`config.mk`:
```
export PLATFORM = sky130hd
export DESIGN_NAME = async_bus_master
export DESIGN_NICKNAME = d
export VERILOG_FILES = /design/src/rtl/async_bus_master.sv
export SDC_FILE = /design/constraint.sdc
export NUM_CORES = 1
export LEC_CHECK = 0
export ABC_AREA = 1
export BUFFER_PORTS_ARGS = -buffer_cell sky130_fd_sc_hd__buf_2
export CAP_MARGIN = 10
export CORE_ASPECT_RATIO = 0.9
export CORE_MARGIN = 5
export CORE_UTILIZATION = 50
export DETAILED_ROUTE_END_ITERATION = 12
export PLACE_DENSITY = 0.78
export SKIP_CTS_REPAIR_TIMING = 1
export SLEW_MARGIN = 20
export SYNTH_ARGS = -nofsm -noshare
export SYNTH_HDL_FRONTEND = slang
export SYNTH_SLANG_ARGS = --single-unit
```
`constraint.sdc`:
```
create_clock -name clock -period 4.5 [get_ports clock]
set_input_delay 0.9 -clock clock [delete_from_list [all_inputs] [get_ports clock]]
set_output_delay 0.9 -clock clock [all_outputs]
set_load 0.05 [all_outputs]
```
`src/rtl/async_bus_master.sv`:
```
// Initiator for the 16-bit CE/OE/WE parallel GPIO bus: turns valid/ready host requests into timed strobe sequences.
// Optional input-register on bus_d_in: define ASYNC_BUS_MASTER_DIN_REG_EN (extends read STROBE by one cycle).

// state  | meaning
// IDLE   | CE high, bus released, req_ready asserted
// SETUP  | CE low; WE low for writes so the responder releases the data bus
// STROBE | OE low (read) or WE low with data driven (write)
// HOLD   | strobe released, CE still low; write data still driven
module async_bus_master #(
    parameter int DW       = 16,
    parameter int T_SETUP  = 3,
    parameter int T_STROBE = 4,
    parameter int T_HOLD   = 2,
    parameter int CW       = 4
) (
    input  logic          clock,
    input  logic          reset,
    input  logic          req_valid,
    output logic          req_ready,
    input  logic          req_write,
    input  logic [DW-1:0] req_wdata,
    output logic          rsp_valid,
    output logic [DW-1:0] rsp_rdata,
    output logic          wr_done,
    output logic          bus_ce_n,
    output logic          bus_oe_n,
    output logic          bus_we_n,
    output logic [DW-1:0] bus_d_out,
    output logic          bus_d_oe,
    input  logic [DW-1:0] bus_d_in
);

    typedef enum logic [1:0] {
        IDLE   = 2'd0,
        SETUP  = 2'd1,
        STROBE = 2'd2,
        HOLD   = 2'd3
    } state_t;

    logic [DW-1:0] din_sample;

`ifdef ASYNC_BUS_MASTER_DIN_REG_EN
    localparam int RD_EXTRA = 1;
    logic [DW-1:0] din_q;

    always_ff @(posedge clock or posedge reset) begin
        if (reset) din_q <= '0;
        else       din_q <= bus_d_in;
    end

    assign din_sample = din_q;
`else
    localparam int RD_EXTRA = 0;

    assign din_sample = bus_d_in;
`endif

    // Counter load values are one less than the phase length: the phase ends on terminal count zero.
    localparam logic [CW-1:0] LD_SETUP     = CW'(T_SETUP - 1);
    localparam logic [CW-1:0] LD_STROBE_WR = CW'(T_STROBE - 1);
    localparam logic [CW-1:0] LD_STROBE_RD = CW'(T_STROBE + RD_EXTRA - 1);
    localparam logic [CW-1:0] LD_HOLD      = CW'(T_HOLD - 1);

    state_t        state, state_nxt;
    logic [CW-1:0] cnt, cnt_nxt;
    logic          is_wr, is_wr_nxt;
    logic [DW-1:0] wdata, wdata_nxt;
    logic          capture;
    logic          wr_done_nxt;

    logic          ce_nxt, oe_nxt, we_nxt, doe_nxt;
    logic [DW-1:0] dout_nxt;

    assign req_ready = (state == IDLE);

    always_ff @(posedge clock or posedge reset) begin
        if (reset) begin
            state <= IDLE;
            cnt   <= '0;
            is_wr <= 1'b0;
            wdata <= '0;
        end else begin
            state <= state_nxt;
            cnt   <= cnt_nxt;
            is_wr <= is_wr_nxt;
            wdata <= wdata_nxt;
        end
    end

    always_comb begin
        state_nxt   = state;
        cnt_nxt     = cnt;
        is_wr_nxt   = is_wr;
        wdata_nxt   = wdata;
        capture     = 1'b0;
        wr_done_nxt = 1'b0;

        if (state != IDLE) cnt_nxt = cnt - CW'(1);

        case (state)
            IDLE: begin
                if (req_valid && req_ready) begin
                    state_nxt = SETUP;
                    cnt_nxt   = LD_SETUP;
                    is_wr_nxt = req_write;
                    wdata_nxt = req_wdata;
                end
            end
            SETUP: begin
                if (cnt == '0) begin
                    state_nxt = STROBE;
                    cnt_nxt   = is_wr ? LD_STROBE_WR : LD_STROBE_RD;
                end
            end
            STROBE: begin
                if (cnt == '0) begin
                    state_nxt = HOLD;
                    cnt_nxt   = LD_HOLD;
                    capture   = !is_wr;
                end
            end
            HOLD: begin
                if (cnt == '0) begin
                    state_nxt   = IDLE;
                    cnt_nxt     = '0;
                    wr_done_nxt = is_wr;
                end
            end
            default: begin
                state_nxt = IDLE;
                cnt_nxt   = '0;
            end
        endcase
    end

    // Bus pins are decoded from the next state so they change on the same edge as the state register.
    always_comb begin
        ce_nxt   = 1'b1;
        oe_nxt   = 1'b1;
        we_nxt   = 1'b1;
        doe_nxt  = 1'b0;
        dout_nxt = '0;

        case (state_nxt)
            SETUP: begin
                ce_nxt = 1'b0;
                we_nxt = !is_wr_nxt;
            end
            STROBE: begin
                ce_nxt  = 1'b0;
                we_nxt  = !is_wr_nxt;
                oe_nxt  = is_wr_nxt;
                doe_nxt = is_wr_nxt;
                if (is_wr_nxt) dout_nxt = wdata_nxt;
            end
            HOLD: begin
                ce_nxt  = 1'b0;
                doe_nxt = is_wr_nxt;
                if (is_wr_nxt) dout_nxt = wdata_nxt;
            end
            default: ;
        endcase
    end

    always_ff @(posedge clock or posedge reset) begin
        if (reset) begin
            bus_ce_n  <= 1'b1;
            bus_oe_n  <= 1'b1;
            bus_we_n  <= 1'b1;
            bus_d_oe  <= 1'b0;
            bus_d_out <= '0;
            rsp_valid <= 1'b0;
            rsp_rdata <= '0;
            wr_done   <= 1'b0;
        end else begin
            bus_ce_n  <= ce_nxt;
            bus_oe_n  <= oe_nxt;
            bus_we_n  <= we_nxt;
            bus_d_oe  <= doe_nxt;
            bus_d_out <= dout_nxt;
            rsp_valid <= capture;
            wr_done   <= wr_done_nxt;
            if (capture) rsp_rdata <= din_sample;
        end
    end

endmodule
```
== Word level (Yosys, flattened, before mapping) ==
Index checks and enable logic that the tools add are counted.

* Flip-flop bits (word level): 61
* Input port bits: 36
* Output and inout bits: 39

* Add/subtract/negate cells: 1
* Equality and inequality tests: 6
* Muxes and demuxes: 25
* Reductions and logical operators: 9

{| class="wikitable"
|+ Operator list
! cell !! count
|-
| 2-to-1 mux 16 bit || 4
|-
| 2-to-1 mux 4 bit || 5
|-
| one-hot mux 4 bit (4 select lines) || 1
|-
| 2-to-1 mux 1 bit || 10
|-
| == test 2 bit, second input constant || 4
|-
| 2-to-1 mux 2 bit || 4
|-
| one-hot mux 2 bit (4 select lines) || 1
|-
| == test 2 x 1 -> 1 bit, second input constant || 2
|-
| zero test 4 bit || 1
|-
| OR reduction 2 bit || 2
|-
| subtractor 4 x 1 -> 4 bit, second input constant || 1
|-
| OR reduction 3 bit || 1
|-
| zero test 1 bit || 2
|-
| zero test 2 bit || 1
|-
| nonzero test 2 bit || 1
|-
| logical AND 1 bit || 1
|}

== Logic depth before layout (Yosys ltp) ==
Gate-level depths: netlist (run 1).

* Word-level depth: 7
* Mapped depth: 10
* Depth with buffers taken out: 10

== Worst setup path before layout (run 1) ==
No wires, ideal clock.

* Path type: register to output
* Start: register state[1]
* End: output port req_ready
* Arrival: 0.891 ns
* Data required time: 3.600 ns
* Slack: 2.709 ns
* Stages on the path, launching flop included: 4
* Path buffers: 2
* Path through: dfrtp_1 > nor2_2 > buf_6 > buf_8

* Cells in the longest elaborated chain, start to end: 1

{| class="wikitable"
|+ RTL lines
! what !! line !! RTL
|-
| start: declaration || 64 || <nowiki>state_t state, state_nxt;</nowiki>
|-
| start signal: assignment || 83 || <nowiki>state <= state_nxt;</nowiki>
|-
| zero test 2 bit || 74 || <nowiki>assign req_ready = (state == IDLE);</nowiki>
|-
| end: declaration || 19 || <nowiki>output logic req_ready,</nowiki>
|}

Every way passes these cells.

== Final worst setup path (run 1) ==
Same ends and word-level chain as after synthesis.

==> results.txt, run 1 <==
The gate count after technology mapping was 260; the clock share of power was 19.9%. The period utilization is 60.3%, and the global-route usage over all layers is 17.4%. Counting flops with a built-in enable in the synthesized netlist gives 0. Via count of the first global-routing pass: 1,892. The critical path launch point type is a flop. For this run, global-route usage on met3 was measured as 4.11%. The core region is 4800 sq um. The ratio of cells with drive above 1 in the final layout is 32.5%. The run gives 100 as the number of DRC markers in iteration 0. The root buffer cell chosen for the clock tree is clkbuf_8. In the layout the commonest cells are nand2_1, buf_2, dfrtp_1, nor2_1, nand3_1. The tightest min-delay check is of the reg -> reg type. In this run the mean area of a mapped cell was 9.47 sq um. Setup repair after global routing left no endpoint under its margin.

The detailed-route wire length per cell was 12.7 microns; the first-pass detailed-route iteration total was 4. Relative to the synthesized area, the layout overhead comes to 23.0%. Data on the critical path arrives at its endpoint at 1810 ps. The number of max-cap violations is 0. After detailed routing, the total wire length is 5160 microns. The logs give 24 for the number of core rows and 0 for the total grt overflow. Global routing used 20.8% of the available met1 tracks. The critical path starts at state[1]. The number of clock buffers inserted by TritonCTS is 9, and the highest fanout seen on the critical path is 21. The congestion estimate from routability-driven global placement came to 0.827. For the pin with the worst max-slew slack, the measured transition is 793 ps.

The tools report the cell-internal power as 1.27 mW. The timing-limited maximum frequency was 368 MHz. The initial antenna violation count is 0. The run gives 2 as the buffer levels on the longest clock path. For this design the ratio of total power to cell area is 774 nW/um^2.

Max-slew violation count: 0. In this run the tool buffered the top-level ports with 74 buffer cells. Number of DRC violations after detailed routing: 0. In this run switching power makes up 45.8% of total power.

The sequential cell fraction of total power is 36.2%, and the post-synthesis cell type count is 23. The busiest layer in global routing is met2. Pin placement for this block handled 75 I/O pins. The first global-routing pass estimated 8820 microns of wire.

Endpoint of the most critical register-to-register path: bus_d_oe. The clock drives 61 sinks. The tools report the remaining number of nets flagged by the antenna check after routing as 0.

For this run, asynchronously set or reset flops after synthesis account for 100%. The hold violation count in the final report was 0. The number of antenna diodes is 0. The tools report the total power draw as 2.34 mW. The worst-case reg-to-reg path depth is 6. For the post-route worst setup slack, the log shows 1790 ps. The run gives 0 as the final-report setup violation count. From left edge to right edge, the die measures 84.0 microns.

The setup TNS was 0 ps; the starting utilization of the core area was 51.3%. The run finished with clean final reports. The top flip-flop cell by instance count after synthesis is dfrtp_1. The data required time at the worst endpoint came out at 3600 ps. Critical setup path kind: reg -> out. The warning count from the yosys run was 0; the detail-routed via count per cell was 4.56. Summed over all nets, the switching power comes to 1.07 mW. The worst path in the final design needs a cycle of 2710 ps, including I/O delays and setup. The logs give 47.1% for the worst slew margin relative to its limit and 62.1% for the part of the Yosys area used for sequential elements.

In this run, synthesis produced a sequential element count of 61. The half-perimeter wire length after placement is 3610 microns, and the met2 global-route usage is 29.5%. The share of total power dissipated in combinational logic is 43.9%. The count of cells in the finished layout, fillers not included, comes to 407. For the final database, setup skew stands at 7.97 ps.

The tools report the total nets after synthesis as 299. The die is 76.6 microns tall. The tools report the leakage dissipation as 1.69 nW. The clock-pin slew reported for the worst setup and hold paths after clock tree synthesis is 60 ps, and the largest voltage drop on the vdd net is 0.373 mV.

Counting tap cells, the placed design contains a total of 391 instances. The kind of capture point of the worst setup path is an output pin. The tools report the launch instance of the worst register-to-register path as state[1].

The most common library cell in the layout ignoring fill and taps was nand2_1. Destination of the critical timing path: req_ready. The CTS H-tree depth is 3. The floorplan die area was 6430 sq um. The worst hold path begins at wdata[7]. The reg2reg setup slack is 2360 ps, and the source-to-sink clock delay at the later pin of the worst-skew pair is 330 ps.

The routed layout has 1,855 vias. Entering global routing, the biggest net connects 35 pins. Cell area after synthesis: 2460 sq um. At the end of the flow, the number of nets in the layout was 376. TritonCTS built the clock tree.

Timing analysis after detailed placement gives a worst setup slack of 2130 ps. For the count of filler cells inserted in the layout, the log shows 441.
## per-layer routing
layer	vias to the layer above	part of all wire, %
met1	863	44
met4	0	2.0
met2	30	50
met5	-	0
met3	9	3.9
li1	953	-
## how the worst min path moves through the flow
stage | cells past startpoint | endpoint | slack (ps)
CTS | 2 | wdata[12] | 470
global placement | 2 | wdata[14] | 450
global route | 2 | wdata[12] | 480
finish | 2 | wdata[7] | 470
floorplan | 2 | wdata[0] | 440
detailed placement | 2 | wdata[12] | 450
## worst max-delay path, cell delays in order (launching register included)
cell	delay, ps
dfrtp_1	430
nor2_2	650
buf_2	400
## synth_stat cells, drive strengths merged, types with 2 or more instances
| master | n | area share, % |
|---|---|---|
| buf | 9 | 3.5 |
| dfstp | 3 | 3.2 |
| nand3 | 20 | 4.1 |
| nor2 | 28 | 5.3 |
| inv | 13 | 2.1 |
| ha | 3 | 1.5 |
| a21oi | 2 | 0.41 |
| dfrtp | 58 | 59 |
| nand2 | 119 | 20 |
## registers in the layout, summed over array words and instances (netlist names)
signal / flops
bus_d_out: 16
rsp_rdata: 16
wdata: 16
cnt: 4
state: 2
bus_ce_n: 1
bus_d_oe: 1
bus_oe_n: 1
bus_we_n: 1
is_wr: 1
rsp_valid: 1
wr_done: 1
## power by group through the flow
stage | registers [mW] | logic [mW] | clock network [mW]
after floorplan | 1.22 | 0.469 | 0
after global placement | 0.848 | 1.02 | 0
after detailed placement | 0.859 | 1.04 | 0
after CTS | 0.851 | 1.04 | 0.473
after global routing | 0.871 | 1.13 | 0.501
final | 0.849 | 1.03 | 0.465
## final cells by class
class	count	area, sq um	share of cell area, %
Clock buffer	11	141	4.67
Timing Repair Buffer	75	378	12.5
Tap cell	65	81.3	2.69
Inverter	13	51.3	1.69
Multi-Input combinational cell	177	796	26.3
Sequential cell	61	1530	50.5
Clock inverter	5	50.0	1.65
## per-stage QoR
stage	hold WS, ps	cell area [sq um]	util (%)
final	465	3030	63.0
after global routing	483	3030	63.0
after CTS	470	3030	63.0
after detailed placement	453	2840	59.0
after global placement	448	2840	59.0
after floorplan	438	2460	-
## cell families (layout without fill, tap and decap cells)
logic type	Yosys count	after routing	synth area share, %
and+or+nand+nor	169	169	29.6
xor gates and xnor gates	1	1	0.356
buffers and inverters	22	104	5.54
AOI/OAI and AO/OA	4	4	0.864
adders and majority gates	3	3	1.52
DFF	61	61	62.1
Power figures use the tool's default switching activity.
==> run 2: changes to the inputs <==
clock period = 2.6 ns   (was 4.5 ns; I/O delays follow)
==> results.txt, run 2 (synthesis results as in run 1) <==
The number of DRC violations after detailed routing was 0 (unchanged); the setup TNS was 0 ps (unchanged). The most common library cell in the layout ignoring fill and taps was nand2_1 (unchanged). The remaining number of nets flagged by the antenna check after routing was 0 (unchanged). The run finished with clean final reports.

Cell-internal power: 2.39 mW (was 1.27 mW). The run gives 0.834 mV (was 0.373 mV) as the largest voltage drop on the vdd net. The source-to-sink clock delay at the later pin of the worst-skew pair was 330 ps (about the same); the relative contribution of combinational cells to total power was 42.1% (was 43.9%). TritonCTS built the clock tree. For the starting utilization of the core area, the log shows 51.3% (unchanged).

The hold violation count in the final report is 0 (unchanged), and the final period demand of the worst path is 2020 ps. The period utilization is 77.7%, and the chip width is 84.0 microns (unchanged). The buffer levels on the longest clock path is 2 (unchanged). The area added between synthesis and finish is 25.9% (was 23.0%). The max-slew violation count is 0 (unchanged). The detailed-route wire length per cell is 12.6 microns (was 12.7 microns). The clock share of power came out at 23.3% (was 19.9%). The maximum number of pins on one net before global-route repair was 34 (was 35). The routability-driven placement congestion ratio is 0.824 (was 0.827). The routed via count is 1,909 (was 1,855).

For the worst slew margin relative to its limit, the log shows 59.9% (was 47.1%). The critical path launch point type is a flop (unchanged). The total power divided by cell area came out at 1370 nW/um^2 (was 774 nW/um^2). The overall routed net length was 5130 microns (was 5160 microns). For the layout net count, the log shows 377 (was 376). The kind of capture point of the worst setup path is an output pin (unchanged). The first-pass detailed-route iteration total is 4 (unchanged), and the number of max-cap violations is 0 (unchanged). The met2 global-route usage is 27.0% (was 29.5%). The clock-pin slew reported for the worst setup and hold paths after clock tree synthesis came out at 70 ps (was 60 ps). Critical setup path kind: reg -> out (unchanged).

The sequential cell fraction of total power is 34.6% (was 36.2%). The logs give 3 (unchanged) for the CTS H-tree depth and 1.87 mW (was 1.07 mW) for the power spent charging and discharging nets. Final-report setup violation count: 0 (unchanged). The half-perimeter wire length after placement is 3540 microns (was 3610 microns), and the highest fanout seen on the critical path is 11 (was 21). The timing-limited maximum frequency is 495 MHz. Most frequent cells in the layout: nand2_1, buf_2, dfrtp_1, nor2_1, nand3_1 (unchanged).

The leakage dissipation came out at 1.72 nW (was 1.69 nW). The logs give 6430 sq um (unchanged) for the floorplan die area and 9 (unchanged) for the number of clock buffers inserted by TritonCTS. The routing usage on met3 is 4.54% (was 4.11%), and the ratio of cells with drive above 1 in the final layout is 32.9% (was 32.5%).

The run gives 1500 ps (was 1810 ps) as the data arrival time of the worst path. Busiest layer in global routing: met2 (unchanged). The number of core rows is 24 (unchanged), and the net switching share of the total power is 44.0% (was 45.8%). Met1 track utilization from global routing: 21.4% (was 20.8%).

Total power draw: 4.26 mW (was 2.34 mW). The tools report the count of clock tree sinks as 61 (unchanged). The via count of the first global-routing pass was 1,912 (was 1,892); the I/O pin count was 75 (unchanged). Transition time of the tightest slew-check pin: 601 ps (was 793 ps). The die span in y came out at 76.6 microns (unchanged). The global-route usage over all layers was 16.9% (was 17.4%). The number of DRC markers in iteration 0 was 119 (was 100). Number of antenna diodes: 0 (unchanged).

The root buffer cell is clkbuf_8 (unchanged). Count of filler cells inserted in the layout: 407 (was 441). The floorplan core area was 4800 sq um (unchanged). For the total grt overflow, the log shows 0 (unchanged). For the worst clock skew, the log shows 9.22 ps (was 7.97 ps). Setup repair after global routing left no endpoint under its margin. The kind of path behind the tightest hold check is in -> async (was reg -> reg).

The count of input and output buffers was 74 (unchanged). The wire length of the first global-routing pass was 8750 microns (was 8820 microns). Top Registers: bus_d_out (16), rsp_rdata (16), wdata (16) (unchanged). The data required time at the worst endpoint is 2080 ps (was 3600 ps). Initial antenna violation count: 0 (unchanged). The detail-routed via count per cell was 4.68 (was 4.56).
==> run 2: final timing paths <==
kind                              from      endpoint  slack [ps]  cells after the start
max                           state[1]     req_ready         580                      2
min                              reset     rsp_valid         260                      2
max reg2reg                     cnt[0]      bus_oe_n         800                      7
min reg2reg                   wdata[8]      wdata[8]         470                      2
max in group asynchronous        reset      bus_ce_n        1690                      3
min in group clock         bus_d_in[7]  rsp_rdata[7]         380                      3
==> run 2: critical path: stages, from the launching register on <==
cell and delay (ps):
dfrtp_1 440, nor2_2 380, buf_2 350
==> run 2: power groups by stage <==
stage | logic [mW] | registers (mW) | clock network, mW
2_1_floorplan | 0.812 | 2.11 | 0
3_3_place_gp | 1.77 | 1.48 | 0
3_5_place_dp | 1.80 | 1.49 | 0
4_1_cts | 1.81 | 1.47 | 1.01
5_1_grt | 1.95 | 1.51 | 1.06
6_report | 1.79 | 1.47 | 0.995
==> run 2: area by class of cell <==
type                       count  area (sq um)  share of cell area [%]
sequential                    61          1530                    49.4
multi-input combinational    177           796                    25.7
timing repair buffer          76           398                    12.8
clock buffer                  13           179                    5.77
tap                           65          81.3                    2.62
clock inverter                 3          65.1                    2.10
inverter                      13          51.3                    1.65
==> run 2: routing by layer <==
metal  share of wire [%]  vias to the layer above  wire, microns
li1                    -                      951              -
met1                  44                      922           2280
met2                  51                       31           2600
met3                 3.6                        5            184
met4                 1.3                        0             68
met5                   0                        -              0
==> run 2: stage by stage <==
step	hold WS (ps)	worst slack [ps]	util, %	std cells	area [sq um]
final	255	580	64.5	408	3100
after global routing	321	507	64.5	408	3100
after global placement	455	866	59.5	392	2860
after detailed placement	456	825	59.5	392	2860
after floorplan	438	572	-	260	2460
after CTS	274	571	64.5	408	3100
==> run 3: changes to the inputs <==
ABC_AREA = 0   (was 1)
CORE_UTILIZATION = 46   (was 50)
PLACE_DENSITY = 0.75   (was 0.78)
clock period = 1.6 ns   (was 2.6 ns; I/O delays follow)
==> results.txt, run 3 <==
First-pass detailed-route iteration total: 4 (unchanged). The run gives 31.1% (was 34.6%) as the sequential cell fraction of total power. The die span in y is 80.8 microns (was 76.6 microns).

The tools report the I/O pin count as 75 (unchanged). Largest family of logic cells by synthesized area: simple AND/OR/NAND/NOR gates (unchanged). The logs give 6020 microns (was 5130 microns) for the overall routed net length and 396 (was 408) for the number of cells in the finished layout apart from fillers. The run gives 2 (unchanged) as the buffer levels on the longest clock path. Most area-consuming cells after synthesis: dfrtp_1, nand2_1, nand3_1, mux2_4, mux2_2 (was dfrtp_1, nand2_1, nand3_1, nor2_1, dfstp_2). The half-perimeter wire length after placement came out at 3830 microns (was 3540 microns).

The busiest layer in global routing was met2 (unchanged). The post-route worst setup slack was -64.2 ps (was 580 ps); the number of max-cap violations was 0 (unchanged). Worst clock skew: 4.80 ps (was 9.22 ps). The maximum number of pins on one net before global-route repair was 62 (was 34); the power spent charging and discharging nets was 3.55 mW (was 1.87 mW). The starting utilization of the core area came out at 48.2% (was 51.3%).

The dominant cell type by area after synthesis was dfrtp_1 (unchanged). The chip width was 88.7 microns (was 84.0 microns). The root buffer cell is clkbuf_8 (unchanged). The global-route usage over all layers is 17.2% (was 16.9%). Top Registers: bus_d_out (16), rsp_rdata (16), wdata (16) (unchanged).

The area occupied by multi-input gates is 991 sq um (was 796 sq um), and the timing-limited maximum frequency is 601 MHz. The cell-internal power was 4.67 mW (was 2.39 mW); the relative contribution of combinational cells to total power was 49.0% (was 42.1%). The run gives 0 (unchanged) as the initial antenna violation count. The count of input and output buffers came out at 74 (unchanged). Setup repair after global routing could not meet its margin everywhere. For the total grt overflow, the log shows 0 (unchanged). The tools report the launch instance of the worst register-to-register path as cnt[1] (was cnt[0]).

The kind of capture point of the worst setup path was a flop (was an output pin). Top post-synthesis cells by count: dfrtp_1, nand2_1, nand3_1, a21oi_1, mux2_4 (was nand2_1, dfrtp_1, nor2_1, nand3_1, inv_1). The number of antenna diodes was 0 (unchanged).

Net switching share of the total power: 43.1% (was 44.0%). The register bit count reported by yosys is 61 (unchanged). The top flip-flop cell by instance count after synthesis was dfrtp_1 (unchanged).

The cell that appears most often on the critical path is ha_4. The source-to-sink clock delay at the later pin of the worst-skew pair is 330 ps (about the same), and the delay contributed by the slowest stage of the critical path is 390 ps (was 440 ps). The ratio of cells with drive above 1 in the final layout was 46.5% (was 32.9%).

The clock share of power was 19.9% (was 23.3%). The share of the synthesized netlist area taken by xor and xnor gates was 1.07% (was 0.356%); the routing usage on met3 was 8.72% (was 4.54%). The count of flip-flops with a built-in enable after synthesis was 0 (unchanged). The detail-routed via count per cell is 5.11 (was 4.68), and the total nets after synthesis is 269 (was 299). The cell area after synthesis was 2560 sq um (was 2460 sq um); the routability-driven placement congestion ratio was 0.836 (was 0.824). The hold violation count in the final report is 0 (unchanged), and the number of DRC violations after detailed routing is 0 (unchanged). The area fraction in and, or, nand and nor cells after synthesis was 19.2% (was 29.6%); the total power divided by cell area was 2340 nW/um^2 (was 1370 nW/um^2). Warning count from the yosys run: 0 (unchanged). The data required time at the worst endpoint is 1870 ps (was 2080 ps). The data arrival time of the worst path was 1930 ps (was 1500 ps).

Most common cell in the netlist: dfrtp_1 (was nand2_1). Worst slew margin relative to its limit: 78.8% (was 59.9%). The total power draw was 8.22 mW (was 4.26 mW); the met1 track utilization from global routing was 20.1% (was 21.4%). The adder-cell share of the synthesized area is 1.46% (was 1.52%). For the post-synthesis cell type count, the log shows 33 (was 23). The critical setup path kind was reg -> reg (was reg -> out). Transition time of the tightest slew-check pin: 319 ps (was 601 ps).

Routed via count: 2,025 (was 1,909). The highest fanout seen on the critical path was 3 (was 11). The kind of path behind the tightest hold check was in -> async (unchanged). The register cell area after layout was 1530 sq um (about the same); the final period demand of the worst path was 1660 ps. The highest-delay cell along the critical path is dfrtp_1 (unchanged).

The area added between synthesis and finish is 37.1% (was 25.9%). The worst setup path startpoint is cnt[1] (was state[1]). Area fraction in compound gates after synthesis: 5.57% (was 0.864%). The wire length of the first global-routing pass is 9220 microns (was 8750 microns).

The number of core rows was 25 (was 24). Share of async-settable or async-resettable flops after synthesis: 100% (unchanged). Most frequent cells in the layout: buf_2, dfrtp_1, nand2_1, nand3_1, a21oi_1 (was nand2_1, buf_2, dfrtp_1, nor2_1, nand3_1). The detailed-route wire length per cell is 15.2 microns (was 12.6 microns).

For the count of filler cells inserted in the layout, the log shows 441 (was 407). The floorplan core area came out at 5320 sq um (was 4800 sq um). The final reports fail on setup timing. The count of clock tree sinks is 61 (unchanged). The run gives 230 (was 260) as the gate count after technology mapping.

The average cell area after synthesis was 11.1 sq um (was 9.47 sq um). For the layout net count, the log shows 363 (was 377). For the total placed cells including tap cells, the log shows 372 (was 392). Most common library cell in the layout ignoring fill and taps: buf_2 (was nand2_1). The critical path launch point type is a flop (unchanged).

The leakage dissipation was 1.79 nW (was 1.72 nW); the largest voltage drop on the vdd net was 1.33 mV (was 0.834 mV). Final-report setup violation count: 12 (was 0). The CTS H-tree depth is 3 (unchanged), and the via count of the first global-routing pass is 1,996 (was 1,912). The max-slew violation count came out at 0 (unchanged). Clock-pin slew reported for the worst setup and hold paths after clock tree synthesis: 70 ps (about the same). The flow ran to the end, but the final reports show violations.

The met2 global-route usage came out at 27.7% (was 27.0%). The number of clock buffers inserted by TritonCTS is 9 (unchanged), and the part of the Yosys area used for sequential elements is 59.7% (was 62.1%). TritonCTS built the clock tree. Number of DRC markers in iteration 0: 161 (was 119). The proportion of netlist area held by the largest area contributor is 56.6% (was 58.9%).

The remaining number of nets flagged by the antenna check after routing was 0 (unchanged). After layout, the worst path uses 104% of the clock period. The mux share of post-synthesis cell area came out at 8.79% (was 0%).

The floorplan die area is 7170 sq um (was 6430 sq um). Sequence of cells on the critical path: inv_2 > ha_4 > nor3b_4 > a211oi_2 > or2_4 > ha_4 > nand2_1 (was nor2_2 > buf_2).
-- run 3: changes by cell type in the layout (fill, tap and decap cells not counted), sizes merged, moves of 14 or more --
cell	delta
nor2	-23
mux2	+17
a21oi	+14
buf	+21
nand2	-69
nand3	+14
-- run 3: layer usage --
| layer | part of all wire [%] | routed length, microns |
|---|---|---|
| met3 | 11 | 633 |
| met1 | 39 | 2360 |
| met2 | 49 | 2970 |
| met5 | 0 | 0 |
| met4 | 0.91 | 55 |
-- run 3: area by class of cell --
| type | instances | share of cell area [%] |
|---|---|---|
| repair buffers | 98 | 18.0 |
| flip-flops and latches | 61 | 43.6 |
| clock buffers | 13 | 5.09 |
| inverters | 7 | 0.855 |
| clock inverters | 3 | 1.85 |
| multi-input cells | 147 | 28.2 |
| well taps | 67 | 2.39 |
-- run 3: cell families after synthesis --
group,after synthesis
AOI/OAI and AO/OA,25
buffers and inverters,22
xor gates and xnor gates,1
adders and majority gates,3
DFF,61
and+or+nand+nor,101
muxes,17
-- run 3: worst max-delay path, delay by kind of cell (launching register included) --
family          cells  cell delay [ps]
compound gates      1              120
buf+inv             1               90
simple gates        3              610
fa+ha+maj           2              390
flops               1              390
-- run 3: through the flow --
step           setup TNS [ps]  setup WS, ps  cell area (sq um)  utilization [%]  hold slack [ps]
5_1_grt                 -1340          -132               3510             66.0             65.2
6_report                 -198         -64.2               3510             66.0             59.1
4_1_cts                  -967          -288               3380             63.5             65.8
2_1_floorplan            -579         -57.4               2590                -              425
3_3_place_gp            -7.21         -7.21               3130             58.9              429
3_5_place_dp             -363         -80.5               3130             58.9              435
-- run 3: final timing paths --
path,to,slack (ps),cells after the start
max,bus_we_n,-60,7
min,bus_d_out[8],60,3
max reg2reg,bus_we_n,-60,7
min reg2reg,wdata[5],480,2
max in group asynchronous,bus_ce_n,1240,3
min in group clock,wdata[8],190,3
-- run 3: power groups by stage --
stage	Clock (mW)	Sequential, mW	Combinational (mW)
after floorplan	0	3.81	1.48
after detailed placement	0	2.57	3.71
final	1.64	2.56	4.03
after CTS	1.67	2.55	3.72
after global routing	1.76	2.64	4.31
after global placement	0	2.54	3.65
